==> config.mk <==
export PLATFORM = sky130hd
export DESIGN_NAME = pll_reset_sequencer_flat
export DESIGN_NICKNAME = d
export VERILOG_FILES = /design/src/rtl/pll_reset_sequencer_if.sv /design/src/rtl/pll_reset_sequencer.sv /design/src/flat_wrapper.sv
export SDC_FILE = /design/constraint.sdc
export NUM_CORES = 1
export LEC_CHECK = 0
export CAP_MARGIN = 30
export CORE_MARGIN = 2
export CORE_UTILIZATION = 60
export CTS_CLUSTER_SIZE = 28
export DETAILED_ROUTE_END_ITERATION = 7
export MAX_ROUTING_LAYER = met4
export PLACE_DENSITY = 0.81
export SLEW_MARGIN = 25
export SYNTH_ARGS = -nofsm -noshare
export SYNTH_HDL_FRONTEND = slang
export SYNTH_SLANG_ARGS = --single-unit
==> constraint.sdc <==
create_clock -name clk_i -period 4 [get_ports clk_i]
set_input_delay 0.8 -clock clk_i [delete_from_list [all_inputs] [get_ports clk_i]]
set_output_delay 0.8 -clock clk_i [all_outputs]
set_load 0.005 [all_outputs]
==> src/rtl/pll_reset_sequencer_if.sv <==
// rtl/pll_reset_sequencer_if.sv - PLL lock input and reset sequencing outputs bundle

interface pll_reset_sequencer_if #(
    parameter int CNT_WIDTH = 8
);
    logic                 pll_lock_i;
    logic                 pll_reset_req_o;
    logic                 sys_rst_no;
    logic                 locked_o;
    logic [CNT_WIDTH-1:0] loss_cnt_o;

    // Sequencer side: consumes the raw lock, drives reset/request/status
    modport slave (
        input  pll_lock_i,
        output pll_reset_req_o,
        output sys_rst_no,
        output locked_o,
        output loss_cnt_o
    );

    // PLL / system side: drives the raw lock, observes the sequencer
    modport master (
        output pll_lock_i,
        input  pll_reset_req_o,
        input  sys_rst_no,
        input  locked_o,
        input  loss_cnt_o
    );
endinterface

==> src/rtl/pll_reset_sequencer.sv <==
// rtl/pll_reset_sequencer.sv - PLL lock qualification and system reset sequencer (optional loss counter: PLL_RESET_SEQ_LOSS_CNT_EN)

module pll_reset_sequencer #(
    parameter int SYNC_STAGES           = 2,
    parameter int LOCK_STABLE_CYCLES    = 1024,
    parameter int RST_HOLD_CYCLES       = 16,
    parameter int RELOCK_TIMEOUT_CYCLES = 65536,
    parameter int REQ_PULSE_CYCLES      = 4,
    parameter int CNT_WIDTH             = 8
) (
    input  logic                  clk_i,
    input  logic                  rst_ni,
    pll_reset_sequencer_if.slave  bus
);

    function automatic int max2(input int a, input int b);
        return (a > b) ? a : b;
    endfunction

    localparam int MAX_CYC = max2(max2(LOCK_STABLE_CYCLES, RST_HOLD_CYCLES),
                                  max2(RELOCK_TIMEOUT_CYCLES, REQ_PULSE_CYCLES));
    localparam int CW = $clog2(MAX_CYC + 1);

    // The WAIT_LOCK cycle that first sees lock_s=1 counts as the first of the
    // consecutive stable cycles, so STABLE itself ends one count earlier.
    localparam logic [CW-1:0] STABLE_LAST  = CW'(LOCK_STABLE_CYCLES - 2);
    localparam logic [CW-1:0] HOLD_LAST    = CW'(RST_HOLD_CYCLES - 1);
    localparam logic [CW-1:0] TIMEOUT_LAST = CW'(RELOCK_TIMEOUT_CYCLES - 1);
    localparam logic [CW-1:0] PULSE_LAST   = CW'(REQ_PULSE_CYCLES - 1);

    typedef enum logic [2:0] {
        ST_WAIT_LOCK,
        ST_STABLE,
        ST_HOLD,
        ST_RUN,
        ST_REQ
    } state_e;

    state_e                 state_q, state_d;
    logic [CW-1:0]          cnt_q, cnt_d;
    logic [SYNC_STAGES-1:0] sync_q;
    logic                   sys_rst_n_q;
    logic                   req_q;
    logic                   lock_s;

    assign lock_s = sync_q[SYNC_STAGES-1];

    // Synchronize the asynchronous raw lock into clk_i
    always_ff @(posedge clk_i or negedge rst_ni) begin
        if (!rst_ni) begin
            sync_q <= '0;
        end else begin
            sync_q <= {sync_q[SYNC_STAGES-2:0], bus.pll_lock_i};
        end
    end

    // State, shared counter and registered outputs
    always_ff @(posedge clk_i or negedge rst_ni) begin
        if (!rst_ni) begin
            state_q     <= ST_WAIT_LOCK;
            cnt_q       <= '0;
            sys_rst_n_q <= 1'b0;
            req_q       <= 1'b0;
        end else begin
            state_q     <= state_d;
            cnt_q       <= cnt_d;
            sys_rst_n_q <= (state_d == ST_RUN);
            req_q       <= (state_d == ST_REQ);
        end
    end

    // Next-state and counter logic; every exit to WAIT_LOCK restarts the timeout
    always_comb begin
        state_d = state_q;
        cnt_d   = cnt_q;
        case (state_q)
            ST_WAIT_LOCK: begin
                if (lock_s) begin
                    state_d = ST_STABLE;
                    cnt_d   = '0;
                end else if (cnt_q == TIMEOUT_LAST) begin
                    state_d = ST_REQ;
                    cnt_d   = '0;
                end else begin
                    cnt_d = cnt_q + CW'(1);
                end
            end
            ST_STABLE: begin
                if (!lock_s) begin
                    state_d = ST_WAIT_LOCK;
                    cnt_d   = '0;
                end else if (cnt_q == STABLE_LAST) begin
                    state_d = ST_HOLD;
                    cnt_d   = '0;
                end else begin
                    cnt_d = cnt_q + CW'(1);
                end
            end
            ST_HOLD: begin
                if (!lock_s) begin
                    state_d = ST_WAIT_LOCK;
                    cnt_d   = '0;
                end else if (cnt_q == HOLD_LAST) begin
                    state_d = ST_RUN;
                    cnt_d   = '0;
                end else begin
                    cnt_d = cnt_q + CW'(1);
                end
            end
            ST_RUN: begin
                if (!lock_s) begin
                    state_d = ST_WAIT_LOCK;
                    cnt_d   = '0;
                end
            end
            ST_REQ: begin
                if (cnt_q == PULSE_LAST) begin
                    state_d = ST_WAIT_LOCK;
                    cnt_d   = '0;
                end else begin
                    cnt_d = cnt_q + CW'(1);
                end
            end
            default: begin
                state_d = ST_WAIT_LOCK;
                cnt_d   = '0;
            end
        endcase
    end

    assign bus.sys_rst_no      = sys_rst_n_q;
    assign bus.locked_o        = sys_rst_n_q;
    assign bus.pll_reset_req_o = req_q;

`ifdef PLL_RESET_SEQ_LOSS_CNT_EN
    logic [CNT_WIDTH-1:0] loss_q;
    logic                 loss_evt;

    assign loss_evt = (state_q == ST_RUN) && !lock_s;

    // Count lock losses seen in RUN, holding at all-ones
    always_ff @(posedge clk_i or negedge rst_ni) begin
        if (!rst_ni) begin
            loss_q <= '0;
        end else if (loss_evt && (loss_q != {CNT_WIDTH{1'b1}})) begin
            loss_q <= loss_q + CNT_WIDTH'(1);
        end
    end

    assign bus.loss_cnt_o = loss_q;
`else
    assign bus.loss_cnt_o = '0;
`endif

endmodule

==> src/flat_wrapper.sv <==
// flat-port wrapper written by rule: the top's interface ports become plain ports
module pll_reset_sequencer_flat 
#(
    parameter int SYNC_STAGES           = 2,
    parameter int LOCK_STABLE_CYCLES    = 1024,
    parameter int RST_HOLD_CYCLES       = 16,
    parameter int RELOCK_TIMEOUT_CYCLES = 65536,
    parameter int REQ_PULSE_CYCLES      = 4,
    parameter int CNT_WIDTH             = 8
)
  (clk_i, rst_ni, bus_pll_lock_i, bus_pll_reset_req_o, bus_sys_rst_no, bus_locked_o, bus_loss_cnt_o);
  pll_reset_sequencer_if #(.CNT_WIDTH(CNT_WIDTH)) bus_i ();
  input  logic clk_i;
  input  logic rst_ni;
  input wire logic [$bits(bus_i.pll_lock_i)-1:0] bus_pll_lock_i;
  output wire logic [$bits(bus_i.pll_reset_req_o)-1:0] bus_pll_reset_req_o;
  output wire logic [$bits(bus_i.sys_rst_no)-1:0] bus_sys_rst_no;
  output wire logic [$bits(bus_i.locked_o)-1:0] bus_locked_o;
  output wire logic [$bits(bus_i.loss_cnt_o)-1:0] bus_loss_cnt_o;
  assign bus_i.pll_lock_i = bus_pll_lock_i;
  assign bus_pll_reset_req_o = bus_i.pll_reset_req_o;
  assign bus_sys_rst_no = bus_i.sys_rst_no;
  assign bus_locked_o = bus_i.locked_o;
  assign bus_loss_cnt_o = bus_i.loss_cnt_o;
  pll_reset_sequencer #(.SYNC_STAGES(SYNC_STAGES), .LOCK_STABLE_CYCLES(LOCK_STABLE_CYCLES), .RST_HOLD_CYCLES(RST_HOLD_CYCLES), .RELOCK_TIMEOUT_CYCLES(RELOCK_TIMEOUT_CYCLES), .REQ_PULSE_CYCLES(REQ_PULSE_CYCLES), .CNT_WIDTH(CNT_WIDTH)) u_core (.clk_i(clk_i), .rst_ni(rst_ni), .bus(bus_i));
endmodule
* Word-level counts from Yosys, hierarchy flattened
Cells that the tools add are included.
Word-level totals: flip-flop bits (word level) 24, bits of input ports 3, output and inout port bits 11, word-level logic and storage cells 36
Operators by class: add/subtract/negate cells 1, equal/unequal tests 11, multiplexer cells 18, reduce and logical (&&, ||, !) cells 1
Operators with widths (count):
- $mux 17 | 8
- $pmux 17 s5 | 1
- $mux 3 | 8
- $add 17x1->17 const B | 1
- $eq 17x10->1 const B | 1
- $eq 17x16->1 const B | 1
- $eq 17x2->1 const B | 1
- $eq 17x4->1 const B | 1
- $pmux 3 s5 | 1
- $eq 3x2->1 const B | 3
- $eq 3x3->1 const B | 2
- $eq 3x1->1 const B | 1
- $logic_not 3->1 | 1
- $ne 2x2->1 const B | 1

* Depth between registers and ports, before layout
Gate-level depths: netlist (run 1).
depth in word-level cells 5, mapped depth 12, depth with buffers taken out 11

* Worst setup path before layout (run 1)
Ideal clock, no wire load.
path type register -> register, start point register u_core.cnt_q[1], end point register u_core.cnt_q[10], library setup time 0.125 ns, arrival time 2.100 ns, data required time 3.875 ns, setup slack 1.775 ns, stages on the path, launching flop included 13, path buffers 2, clock period less this slack 2.225 ns, cells stage by stage dfrtp_1 -> ha_1 -> and3_1 -> clkbuf_1 -> nand3_1 -> inv_1 -> ha_1 -> inv_1 -> a22o_1 -> a21o_1 -> nor3_4 -> buf_6 -> a21oi_2
Between the ends: longest elaborated chain between the ends 4, elaborated cells on any way between the ends 13, those cells by class add/sub: 1; eq/ne: 4; mux: 8
RTL lines:
- from (decl) | line pll_reset_sequencer.sv:40 | logic [CW-1:0] cnt_q, cnt_d;
- from (signal assigned) | line pll_reset_sequencer.sv:66 | cnt_q <= cnt_d;
- $add 17x1->17, or another cell as far along
- $mux 17 (on tied branches) | line pll_reset_sequencer.sv:103, pll_reset_sequencer.sv:81, pll_reset_sequencer.sv:92
- $mux 17 (on tied branches) | line pll_reset_sequencer.sv:100, pll_reset_sequencer.sv:78, pll_reset_sequencer.sv:89
- $pmux 17 s5 (*) | line pll_reset_sequencer.sv:76 | case (state_q)
Mark *: on every way between the ends. The rest lies on a longest branch, timed or not. A chain may end at the register's enable or synchronous reset.

* Worst setup path in the final report (run 1)
start point register u_core.cnt_q[4], end point register u_core.cnt_q[3]
Between the ends: longest elaborated chain between the ends 4, elaborated cells on any way between the ends 12, those cells by class eq/ne: 4; mux: 8
RTL lines:
- $eq 17x4->1, or another cell as far along | line pll_reset_sequencer.sv:103 | end else if (cnt_q == HOLD_LAST) begin
- $mux 17 (on tied branches) | line pll_reset_sequencer.sv:103, pll_reset_sequencer.sv:81, pll_reset_sequencer.sv:92
- $mux 17 (on tied branches) | line pll_reset_sequencer.sv:100, pll_reset_sequencer.sv:78, pll_reset_sequencer.sv:89
- $pmux 17 s5 (*) | line pll_reset_sequencer.sv:76
Marked as above.

==> metrics.csv, run 1 <==
stage;metric;value;unit
sta;period_share;69.8;%
cts;clock_latency;0.31;ns
drt;postRouteAntennaNets;0;
cts;cts_tree;built;
drt;vias_per_cell;6.13;
floorplanning;num_rows;17;
worst_setup_path;critical_path.cell_chain;and4_4, and3_1, and3_1, nand3_1, inv_1, ha_1, inv_1, a22o_1, a21o_1, nor3_4, o21ai_0;
logic_synthesis;netlist_instances;153;
pwr;ir_drop;0.000235;V
floorplanning;die_x;53.6;um
global_route;grt_pass1_vias;990;
worst_setup_path;crit_type;register to register;
sta;tightestPinTransition;0.712;ns
global_route;track_usage;22.9;%
placed_design;place_congestion;0.798;
cts;cts_resized;0;
sta;fin_tns_setup;0;ns
final_layout;postLayoutCellArea;1540;um^2
final_layout;area_growth_syn_to_layout;4.24;%
floorplanning;dieArea;2870;um^2
floorplanning;die_h;53.6;um
final_layout;post-route-util;67.6;%
worst_setup_path;start_kind;register;
sta;slew_headroom;52.4;%
final_layout;regArea;601;um^2
sta;report.final.slew_viol_count;0;
cts;ctsHoldBuffers;0;
min_path;hp-class;register to register;
final_layout;nFillCells;180;
final_layout;final_net_count;163;
final_layout;multi_input_area;787;um^2
drt;drt-initial-drc-count;37;
worst_setup_path;path_max_fanout;14;
global_route;grt_max_degree;15;
sta;setup_viol;0;
pwr;powerDensity;301;nW/um^2
pwr;leakage;0.675;nW
cts;cts.sinks;24;
logic_synthesis;synth-async-reset-ratio;100;%
run_status;outcome;finished clean;
final_layout;antennaDiodeCount;0;
worst_setup_path;end_kind;register;
floorplanning;coreArea;2280;um^2
sta;hold_viol;0;
floorplanning;start_util;64.9;%
final_layout;drive_gt1_share;13.5;%
cts;clock_tree.root_cell;clkbuf_4;
global_route;antenna_found_initial;0;
worst_setup_path;cpPeakStageDelay;0.56;ns
final_layout;final_cell_mix;dfrtp_1, nand2_1, a21oi_2;
global_route;grt_pass1_wl;4570;um
drt;vias;1121;
drt;firstDrtPassIters;4;
placed_design;post-place-ws;1.24;ns
logic_synthesis;syn_avg_cell_area;9.65;um^2
global_route;globalRoute.totalOverflow;0;
drt;routed_wl;2720;um
logic_synthesis;ys_ff_latch;24;
cts;post_cts_buffers;0;
placed_design;hpwl;2020;um
sta;fin_ws;1.21;ns
final_layout;final_common_cell;dfrtp_1;
cts;clock_path_buffers;2;
worst_setup_path;worstPathRequired;4.18;ns
cts;htreeDepth;1;
sta;skew;0.00751;ns
logic_synthesis;ys.flop_type;dfrtp_1;
sta;fin_crit;2.79;ns
cts;clk_pin_slew;0.13;ns
worst_setup_path;critPathSlowestCell;nor3_4;
sta;rsz0062_at_grt;false;
logic_synthesis;yosysSeqAreaShare;40.7;%
floorplanning;num_io_pins;14;
cts;cts_made_buffers;3;
job;maxCapViolations;0;
drt;drc;0;
logic_synthesis;yosysUniqueCellTypes;44;
logic_synthesis;yosysWarnings;0;
logic_synthesis;syn-cell-area;1480;um^2
placed_design;portBuffers;5;
placed_design;place_area;1500;um^2
worst_setup_path;critPathArrivalTime;2.98;ns
drt;wl_per_cell;14.9;um
pwr;power.total;464;uW
logic_synthesis;synth-edff-count;0;
sta;max_freq;358;MHz
## kinds of logic after synthesis
group                    share of synthesized area, %
AO/OA/AOI/OAI                                    15.5
XOR/XNOR                                         5.93
adder cells (fa/ha/maj)                          3.39
buffers and inverters                            7.80
flip-flops                                       40.7
other                                           0.254
AND/OR/NAND/NOR                                  26.4
## power by group
group          switching, mW  total [mW]  internal (mW)  leakage [nW]
clock network         0.0717       0.127         0.0556        0.0210
logic                 0.0364      0.0631         0.0266         0.329
registers             0.0176       0.273          0.256         0.326
total                  0.126       0.464          0.338         0.675
## area by class of cell
cell class / instances / share of cell area (%)
Clock buffer: 4 / 2.36
Inverter: 4 / 0.976
Multi-Input combinational cell: 117 / 51.1
Sequential cell: 24 / 39.0
Tap cell: 28 / 2.28
Timing Repair Buffer: 6 / 4.23
## metrics by stage
| step | instances | hold slack (ns) |
|---|---|---|
| after floorplan | 160 | 0.331 |
| after global placement | 178 | 0.337 |
| after detailed placement | 179 | 0.345 |
| after CTS | 183 | 0.376 |
| after global routing | 183 | 0.381 |
| final | 183 | 0.371 |
## per-layer routing
metal | GRT usage, % | vias up | wire length (um)
met2 | 37.2 | 34 | 1310
met1 | 29.9 | 531 | 1280
met3 | 2.50 | 9 | 89
li1 | - | 547 | -
met4 | 7.69 | 0 | 40
met5 | - | - | 0
## cell usage after synthesis, types with 2 or more instances
cell type,instances,area share (%)
a21oi_2,9,5.3
o32ai_1,2,1.2
nand4_1,3,1.3
a21o_1,3,1.5
inv_1,4,1.0
ha_1,4,3.4
nor3_1,5,1.7
nor4_1,3,1.3
nand3_1,7,2.4
buf_4,9,4.6
o21ai_0,4,1.4
xor2_1,5,3.0
nand2_1,15,3.8
nor2_1,7,1.8
buf_2,2,0.68
dfrtp_1,24,41
nor2b_1,5,2.1
xnor2_1,5,3.0
and4_1,4,2.4
a21oi_1,4,1.4
clkbuf_1,3,0.76
and3_1,4,1.7
## registers in the layout, indices dropped and copies added, names as in the netlist
name / flops
u_core.cnt_q: 17
u_core.state_q: 3
u_core.sync_q: 2
u_core.bus.locked_o: 1
u_core.bus.pll_reset_req_o: 1
## worst max-delay path: cells and delay by family (launching register included)
kind                       cells  cell delay [ns]
and+or+nand+nor                5             1.26
adders and majority gates      1             0.18
DFF                            1             0.48
buffers and inverters          2             0.14
AOI/OAI and AO/OA              3             0.59
## final timing paths
| path | start | endpoint | slack (ns) | cells past startpoint |
|---|---|---|---|---|
| setup reg to reg | u_core.cnt_q[4]$_DFFE_PN0P_ | u_core.cnt_q[3]$_DFFE_PN0P_ | 1.21 | 11 |
| hold reg to reg | u_core.sync_q[0]$_DFF_PN0_ | u_core.sync_q[1]$_DFF_PN0_ | 0.37 | 0 |
| min in group asynchronous | rst_ni | u_core.sync_q[1]$_DFF_PN0_ | 0.83 | 1 |
| hold / removal | u_core.sync_q[0]$_DFF_PN0_ | u_core.sync_q[1]$_DFF_PN0_ | 0.37 | 0 |
| max in group asynchronous | rst_ni | u_core.cnt_q[9]$_DFFE_PN0P_ | 2.68 | 2 |
| setup / recovery | u_core.cnt_q[4]$_DFFE_PN0P_ | u_core.cnt_q[3]$_DFFE_PN0P_ | 1.21 | 11 |
(Power assumes the default switching activity.)
==> run 2: changes to the inputs <==
--- a/config.mk
+++ b/config.mk
@@ -7,11 +7,11 @@
 export LEC_CHECK = 0
 export CAP_MARGIN = 30
 export CORE_MARGIN = 2
-export CORE_UTILIZATION = 60
+export CORE_UTILIZATION = 51
 export CTS_CLUSTER_SIZE = 28
 export DETAILED_ROUTE_END_ITERATION = 7
 export MAX_ROUTING_LAYER = met4
-export PLACE_DENSITY = 0.81
+export PLACE_DENSITY = 0.73
 export SLEW_MARGIN = 25
 export SYNTH_ARGS = -nofsm -noshare
 export SYNTH_HDL_FRONTEND = slang
==> constraint.sdc (replaced) <==
create_clock -name clk_i -period 2.5 [get_ports clk_i]
set_input_delay 0.5 -clock clk_i [delete_from_list [all_inputs] [get_ports clk_i]]
set_output_delay 0.5 -clock clk_i [all_outputs]
set_load 0.005 [all_outputs]
==> run 2 against run 1 <==
Die area grew 16%; non-clock buffer count rose by 11; power rose by 65%; final cell count up 7.7%; core utilization fell by 6.9 points; setup slack got worse by 1.1 ns; hold slack got worse by 0.0064 ns; sequential power increased by 60%; global-route usage is 3.4 points lower; combinational power grew 76%; critical path type unchanged; critical endpoint is now u_core.cnt_q[12]$_DFFE_PN0P_; highest routed layer unchanged.
==> metrics.csv, run 2 (synthesized netlist as in run 1, its figures left out) <==
stage;metric;value;unit
cts;clock_path_buffers;2;
final_layout;final_cell_mix;dfrtp_1, nand2_1, buf_4;
floorplanning;die_h;57.8;um
cts;clk_pin_slew;0.14;ns
sta;fin_tns_setup;0;ns
final_layout;postLayoutCellArea;1680;um^2
job;maxCapViolations;0;
worst_setup_path;path_max_fanout;7;
sta;max_freq;410;MHz
drt;vias;1174;
sta;fin_crit;2.44;ns
placed_design;post-place-ws;0.133;ns
floorplanning;die_x;57.8;um
placed_design;place_area;1550;um^2
cts;cts.sinks;24;
floorplanning;num_rows;19;
sta;fin_ws;0.0631;ns
cts;ctsHoldBuffers;0;
floorplanning;num_io_pins;14;
global_route;busiest_layer;met2;
global_route;globalRoute.totalOverflow;0;
final_layout;final_net_count;174;
worst_setup_path;end_kind;register;
final_layout;reg_top3;u_core.cnt_q x17, u_core.state_q x3, u_core.sync_q x2;
global_route;grt_pass1_wl;4870;um
final_layout;final_common_cell;dfrtp_1;
final_layout;antennaDiodeCount;0;
global_route;gr-usage-met3;2.23;%
sta;skew;0.00201;ns
sta;setup_viol;0;
cts;cts_made_buffers;3;
global_route;grt_pass1_vias;1080;
sta;period_share;97.5;%
cts;clock_latency;0.33;ns
global_route;track_usage;19.4;%
placed_design;hpwl;2040;um
final_layout;instances_no_fill;197;
global_route;use_met1;24.2;%
global_route;antenna_found_initial;0;
worst_setup_path;path_buf_inv;3;
run_status;outcome;finished clean;
final_layout;post-route-util;60.8;%
floorplanning;coreArea;2760;um^2
worst_setup_path;start_kind;register;
cts;clock_tree.root_cell;clkbuf_4;
final_layout;largest_register_ffs;17;
final_layout;largest-register;u_core.cnt_q;
worst_setup_path;crit_type;register to register;
global_route;grt_max_degree;25;
worst_setup_path;worstPathRequired;2.74;ns
final_layout;nFillCells;229;
worst_setup_path;critical_path.cell_chain;and4_4, and3_4, and3_4, nand3_2, inv_2, ha_4, inv_1, a22o_1, a21o_1, nor3_4, clkbuf_16, a21oi_2;
final_layout;drive_gt1_share;22.3;%
drt;firstDrtPassIters;4;
drt;postRouteAntennaNets;0;
global_route;grt_use_met2;32.1;%
placed_design;place_congestion;0.916;
floorplanning;start_util;53.5;%
placed_design;portBuffers;5;
cts;htreeDepth;1;
final_layout;area_growth_syn_to_layout;13.5;%
sta;report.final.slew_viol_count;0;
drt;wl_per_cell;15.6;um
worst_setup_path;critPathSlowestCell;dfrtp_1;
cts;cts_tree;built;
worst_setup_path;crit_family;simple AND/OR/NAND/NOR gates;
drt;drc;0;
drt;routed_wl;3070;um
pwr;leakage;0.737;nW
sta;hold_viol;0;
worst_setup_path;crit_top_cell;and3_4;
min_path;hp-class;register to register;
drt;drt-initial-drc-count;29;
pwr;powerDensity;457;nW/um^2
worst_setup_path;critPathArrivalTime;2.67;ns
pwr;ir_drop;0.000441;V
drt;vias_per_cell;5.96;
worst_setup_path;cpPeakStageDelay;0.41;ns
floorplanning;dieArea;3340;um^2
placed_design;dp.cells;187;
==> run 2: per-layer routing <==
metal  wire [um]  part of all wire, %
met1        1320                   43
met2        1510                   49
met3         157                  5.1
met4          80                  2.6
met5           0                    0
==> run 2: power breakdown <==
part | switching [mW] | total [mW] | leakage [nW] | internal [mW]
clock network | 0.128 | 0.217 | 0.0210 | 0.0894
logic | 0.0596 | 0.111 | 0.390 | 0.0510
registers | 0.0290 | 0.438 | 0.326 | 0.409
==> run 2: final timing paths <==
check	from	end	slack (ns)	cells after the start
worst max-delay path	u_core.cnt_q[6]$_DFFE_PN0P_	u_core.cnt_q[12]$_DFFE_PN0P_	0.06	12
worst min-delay path	u_core.sync_q[0]$_DFF_PN0_	u_core.sync_q[1]$_DFF_PN0_	0.36	0
worst max register to register	u_core.cnt_q[6]$_DFFE_PN0P_	u_core.cnt_q[12]$_DFFE_PN0P_	0.06	12
worst min register to register	u_core.sync_q[0]$_DFF_PN0_	u_core.sync_q[1]$_DFF_PN0_	0.36	0
max in group asynchronous	rst_ni	u_core.bus.pll_reset_req_o$_DFF_PN0_	1.77	2
min in group asynchronous	rst_ni	u_core.cnt_q[14]$_DFFE_PN0P_	0.50	2
==> run 2: area by class of cell <==
type / instances / area [um^2] / share of cell area, %
repair buffers: 17 / 170 / 10.2
clock buffers: 4 / 36.3 / 2.17
well taps: 31 / 38.8 / 2.32
multi-input cells: 117 / 815 / 48.6
inverters: 4 / 15.0 / 0.896
flip-flops and latches: 24 / 601 / 35.8
==> run 2: stage by stage <==
stage | hold WS, ns | power [mW]
finish | 0.365 | 0.766
floorplan | 0.204 | 0.524
global route | 0.387 | 0.802
global placement | 0.335 | 0.542
CTS | 0.368 | 0.766
detailed placement | 0.336 | 0.551
==> run 2: repair_timing <==
item,CTS,global route
endpoints found under the setup margin,0,15
gates resized for setup,0,6
setup buffers,0,5
==> run 3: changes to the inputs <==
--- a/config.mk
+++ b/config.mk
@@ -7,11 +7,12 @@
 export LEC_CHECK = 0
 export CAP_MARGIN = 30
 export CORE_MARGIN = 2
-export CORE_UTILIZATION = 51
+export CORE_UTILIZATION = 56
 export CTS_CLUSTER_SIZE = 28
 export DETAILED_ROUTE_END_ITERATION = 7
+export DONT_BUFFER_PORTS = 1
 export MAX_ROUTING_LAYER = met4
-export PLACE_DENSITY = 0.73
+export PLACE_DENSITY = 0.72
 export SLEW_MARGIN = 25
 export SYNTH_ARGS = -nofsm -noshare
 export SYNTH_HDL_FRONTEND = slang
==> run 3 against run 2 <==
Non-clock buffer count down 7; global-route usage down 0.53 points; sequential share of layout area up 1.5 points; setup slack better by 0.0052 ns; sequential cell count unchanged; clock power down 4%; combinational power about the same; design area down 4.1%; first-iteration DRC count up 59%; critical path type unchanged; largest power group unchanged.
==> metrics.csv, run 3 (synthesized netlist as in run 1, its figures left out) <==
stage;metric;value;unit
global_route;globalRoute.totalOverflow;0;
final_layout;largest_register_ffs;17;
final_layout;area_growth_syn_to_layout;8.81;%
drt;vias_per_cell;6.10;
worst_setup_path;crit_type;register to register;
global_route;antenna_found_initial;0;
cts;clock_tree.root_cell;clkbuf_4;
sta;hold_viol;0;
drt;drt-initial-drc-count;46;
drt;met1Wirelength;1350;um
pwr;powerDensity;469;nW/um^2
drt;drc;0;
final_layout;reg_top3;u_core.cnt_q x17, u_core.state_q x3, u_core.sync_q x2;
floorplanning;dieArea;3060;um^2
sta;slew_headroom;65.2;%
placed_design;portBuffers;0;
floorplanning;coreArea;2480;um^2
drt;wl_met2;1530;um
cts;clk_pin_slew;0.13;ns
floorplanning;num_rows;18;
cts;cts_made_buffers;3;
final_layout;largest-register;u_core.cnt_q;
drt;routed_wl;3090;um
run_status;outcome;finished clean;
global_route;grt_max_degree;25;
cts;cts.sinks;24;
pwr;p_int;547;uW
pwr;leakage;0.707;nW
pwr;power.total;753;uW
cts;clock_latency;0.32;ns
sta;setup_viol;0;
job;maxCapViolations;0;
final_layout;final_common_cell;dfrtp_1;
final_layout;drive_gt1_share;22.6;%
drt;postRouteAntennaNets;0;
worst_setup_path;critPathArrivalTime;2.65;ns
sta;tightestPinTransition;0.523;ns
pwr;p_sw_share;27.4;%
pwr;p_sw;206;uW
pwr;ir_drop;0.000377;V
sta;fin_ws;0.0683;ns
drt;dr.max_layer_used;met4;
cts;clock_path_buffers;2;
sta;fin_crit;2.43;ns
final_layout;final_cell_mix;dfrtp_1, nand2_1, a21oi_2;
drt;vias;1153;
cts;htreeDepth;1;
global_route;track_usage;18.9;%
sta;report.final.slew_viol_count;0;
drt;firstDrtPassIters;4;
worst_setup_path;start_kind;register;
sta;rsz0062_at_grt;true;
cts;cts_tree;built;
worst_setup_path;end_kind;register;
final_layout;final_net_count;167;
final_layout;nFillCells;206;
worst_setup_path;path_max_fanout;7;
drt;wl_per_cell;16.3;um
sta;max_freq;411;MHz
floorplanning;die_x;55.3;um
pwr;power_frac_seq;58.0;%
global_route;grt_pass1_wl;4550;um
sta;skew;0.00385;ns
pwr;power_frac_comb;14.3;%
pwr;p_clk_share;27.7;%
worst_setup_path;worstPathRequired;2.72;ns
sta;period_share;97.3;%
min_path;hp-class;input pin to asynchronous set/reset pin;
floorplanning;die_h;55.3;um
final_layout;antennaDiodeCount;0;
drt;wl_met3;166;um
placed_design;place_congestion;0.922;
global_route;grt_pass1_vias;991;
floorplanning;start_util;59.6;%
placed_design;hpwl;1950;um
placed_design;post-place-ws;0.122;ns
floorplanning;num_io_pins;14;
sta;fin_tns_setup;0;ns
==> run 3: changes by cell type in the layout (fill, tap and decap cells not counted), sizes merged <==
cell / delta
clkdlybuf4s50: -5
buf: -2
==> run 3: repair_timing <==
item                                   4_1_cts  5_1_grt
buffers inserted                             0        2
resized for setup                            0       10
endpoints found under the hold margin       24        0
hold buffers                                 1        0
setup endpoints to repair                    0        7
==> run 3: final timing paths <==
kind                                                       to  cells past startpoint  slack (ns)                        start
min in group clk_i                 u_core.sync_q[0]$_DFF_PN0_                      0        0.19               bus_pll_lock_i
worst max register to register    u_core.cnt_q[7]$_DFFE_PN0P_                     12        0.07  u_core.cnt_q[6]$_DFFE_PN0P_
max in group asynchronous         u_core.cnt_q[5]$_DFFE_PN0P_                      1        2.02                       rst_ni
worst max-delay path              u_core.cnt_q[7]$_DFFE_PN0P_                     12        0.07  u_core.cnt_q[6]$_DFFE_PN0P_
worst min register to register     u_core.sync_q[1]$_DFF_PN0_                      0        0.38   u_core.sync_q[0]$_DFF_PN0_
worst min-delay path            u_core.bus.locked_o$_DFF_PN0_                      1        0.13                       rst_ni
==> run 3: per-stage QoR <==
step | instance area (um^2) | cells | hold slack (ns) | utilization [%]
finish | 1610 | 189 | 0.129 | 64.8
floorplan | 1500 | 160 | 0.204 | -
global placement | 1500 | 181 | 0.205 | 60.5
CTS | 1540 | 186 | 0.186 | 62.3
global route | 1610 | 189 | 0.164 | 64.8
detailed placement | 1500 | 181 | 0.205 | 60.5
==> run 3: cell type report <==
cell class              count  area (um^2)  share of cell area [%]
flip-flops and latches     24          601                    37.4
inverters                   4         15.0                   0.935
well taps                  30         37.5                    2.34
multi-input cells         117          815                    50.7
repair buffers             10          103                    6.39
clock buffers               4         36.3                    2.26
==> run 3: power by group through the flow <==
| stage | Combinational (mW) | Clock (mW) | Sequential, mW |
|---|---|---|---|
| floorplan | 0.0875 | 0 | 0.436 |
| global placement | 0.0893 | 0 | 0.443 |
| detailed placement | 0.0935 | 0 | 0.444 |
| CTS | 0.102 | 0.210 | 0.437 |
| global route | 0.124 | 0.237 | 0.442 |
| finish | 0.108 | 0.209 | 0.437 |
==> run 3: worst max-delay path, stage by stage (launching register included) <==
cell and delay, ns:
dfrtp_1 0.44, and4_4 0.25, and3_4 0.20, and3_4 0.18, nand3_2 0.08, inv_2 0.08, ha_4 0.14, inv_2 0.03
a22o_1 0.19, a21o_1 0.19, nor3_4 0.29, clkbuf_16 0.22, a21oi_2 0.05
==> run 3: layer usage <==
metal / vias to the layer above / track usage [%]
met5: - / -
met4: 0 / 8.36
met3: 4 / 2.58
met2: 45 / 27.6
met1: 560 / 26.2
li1: 544 / -
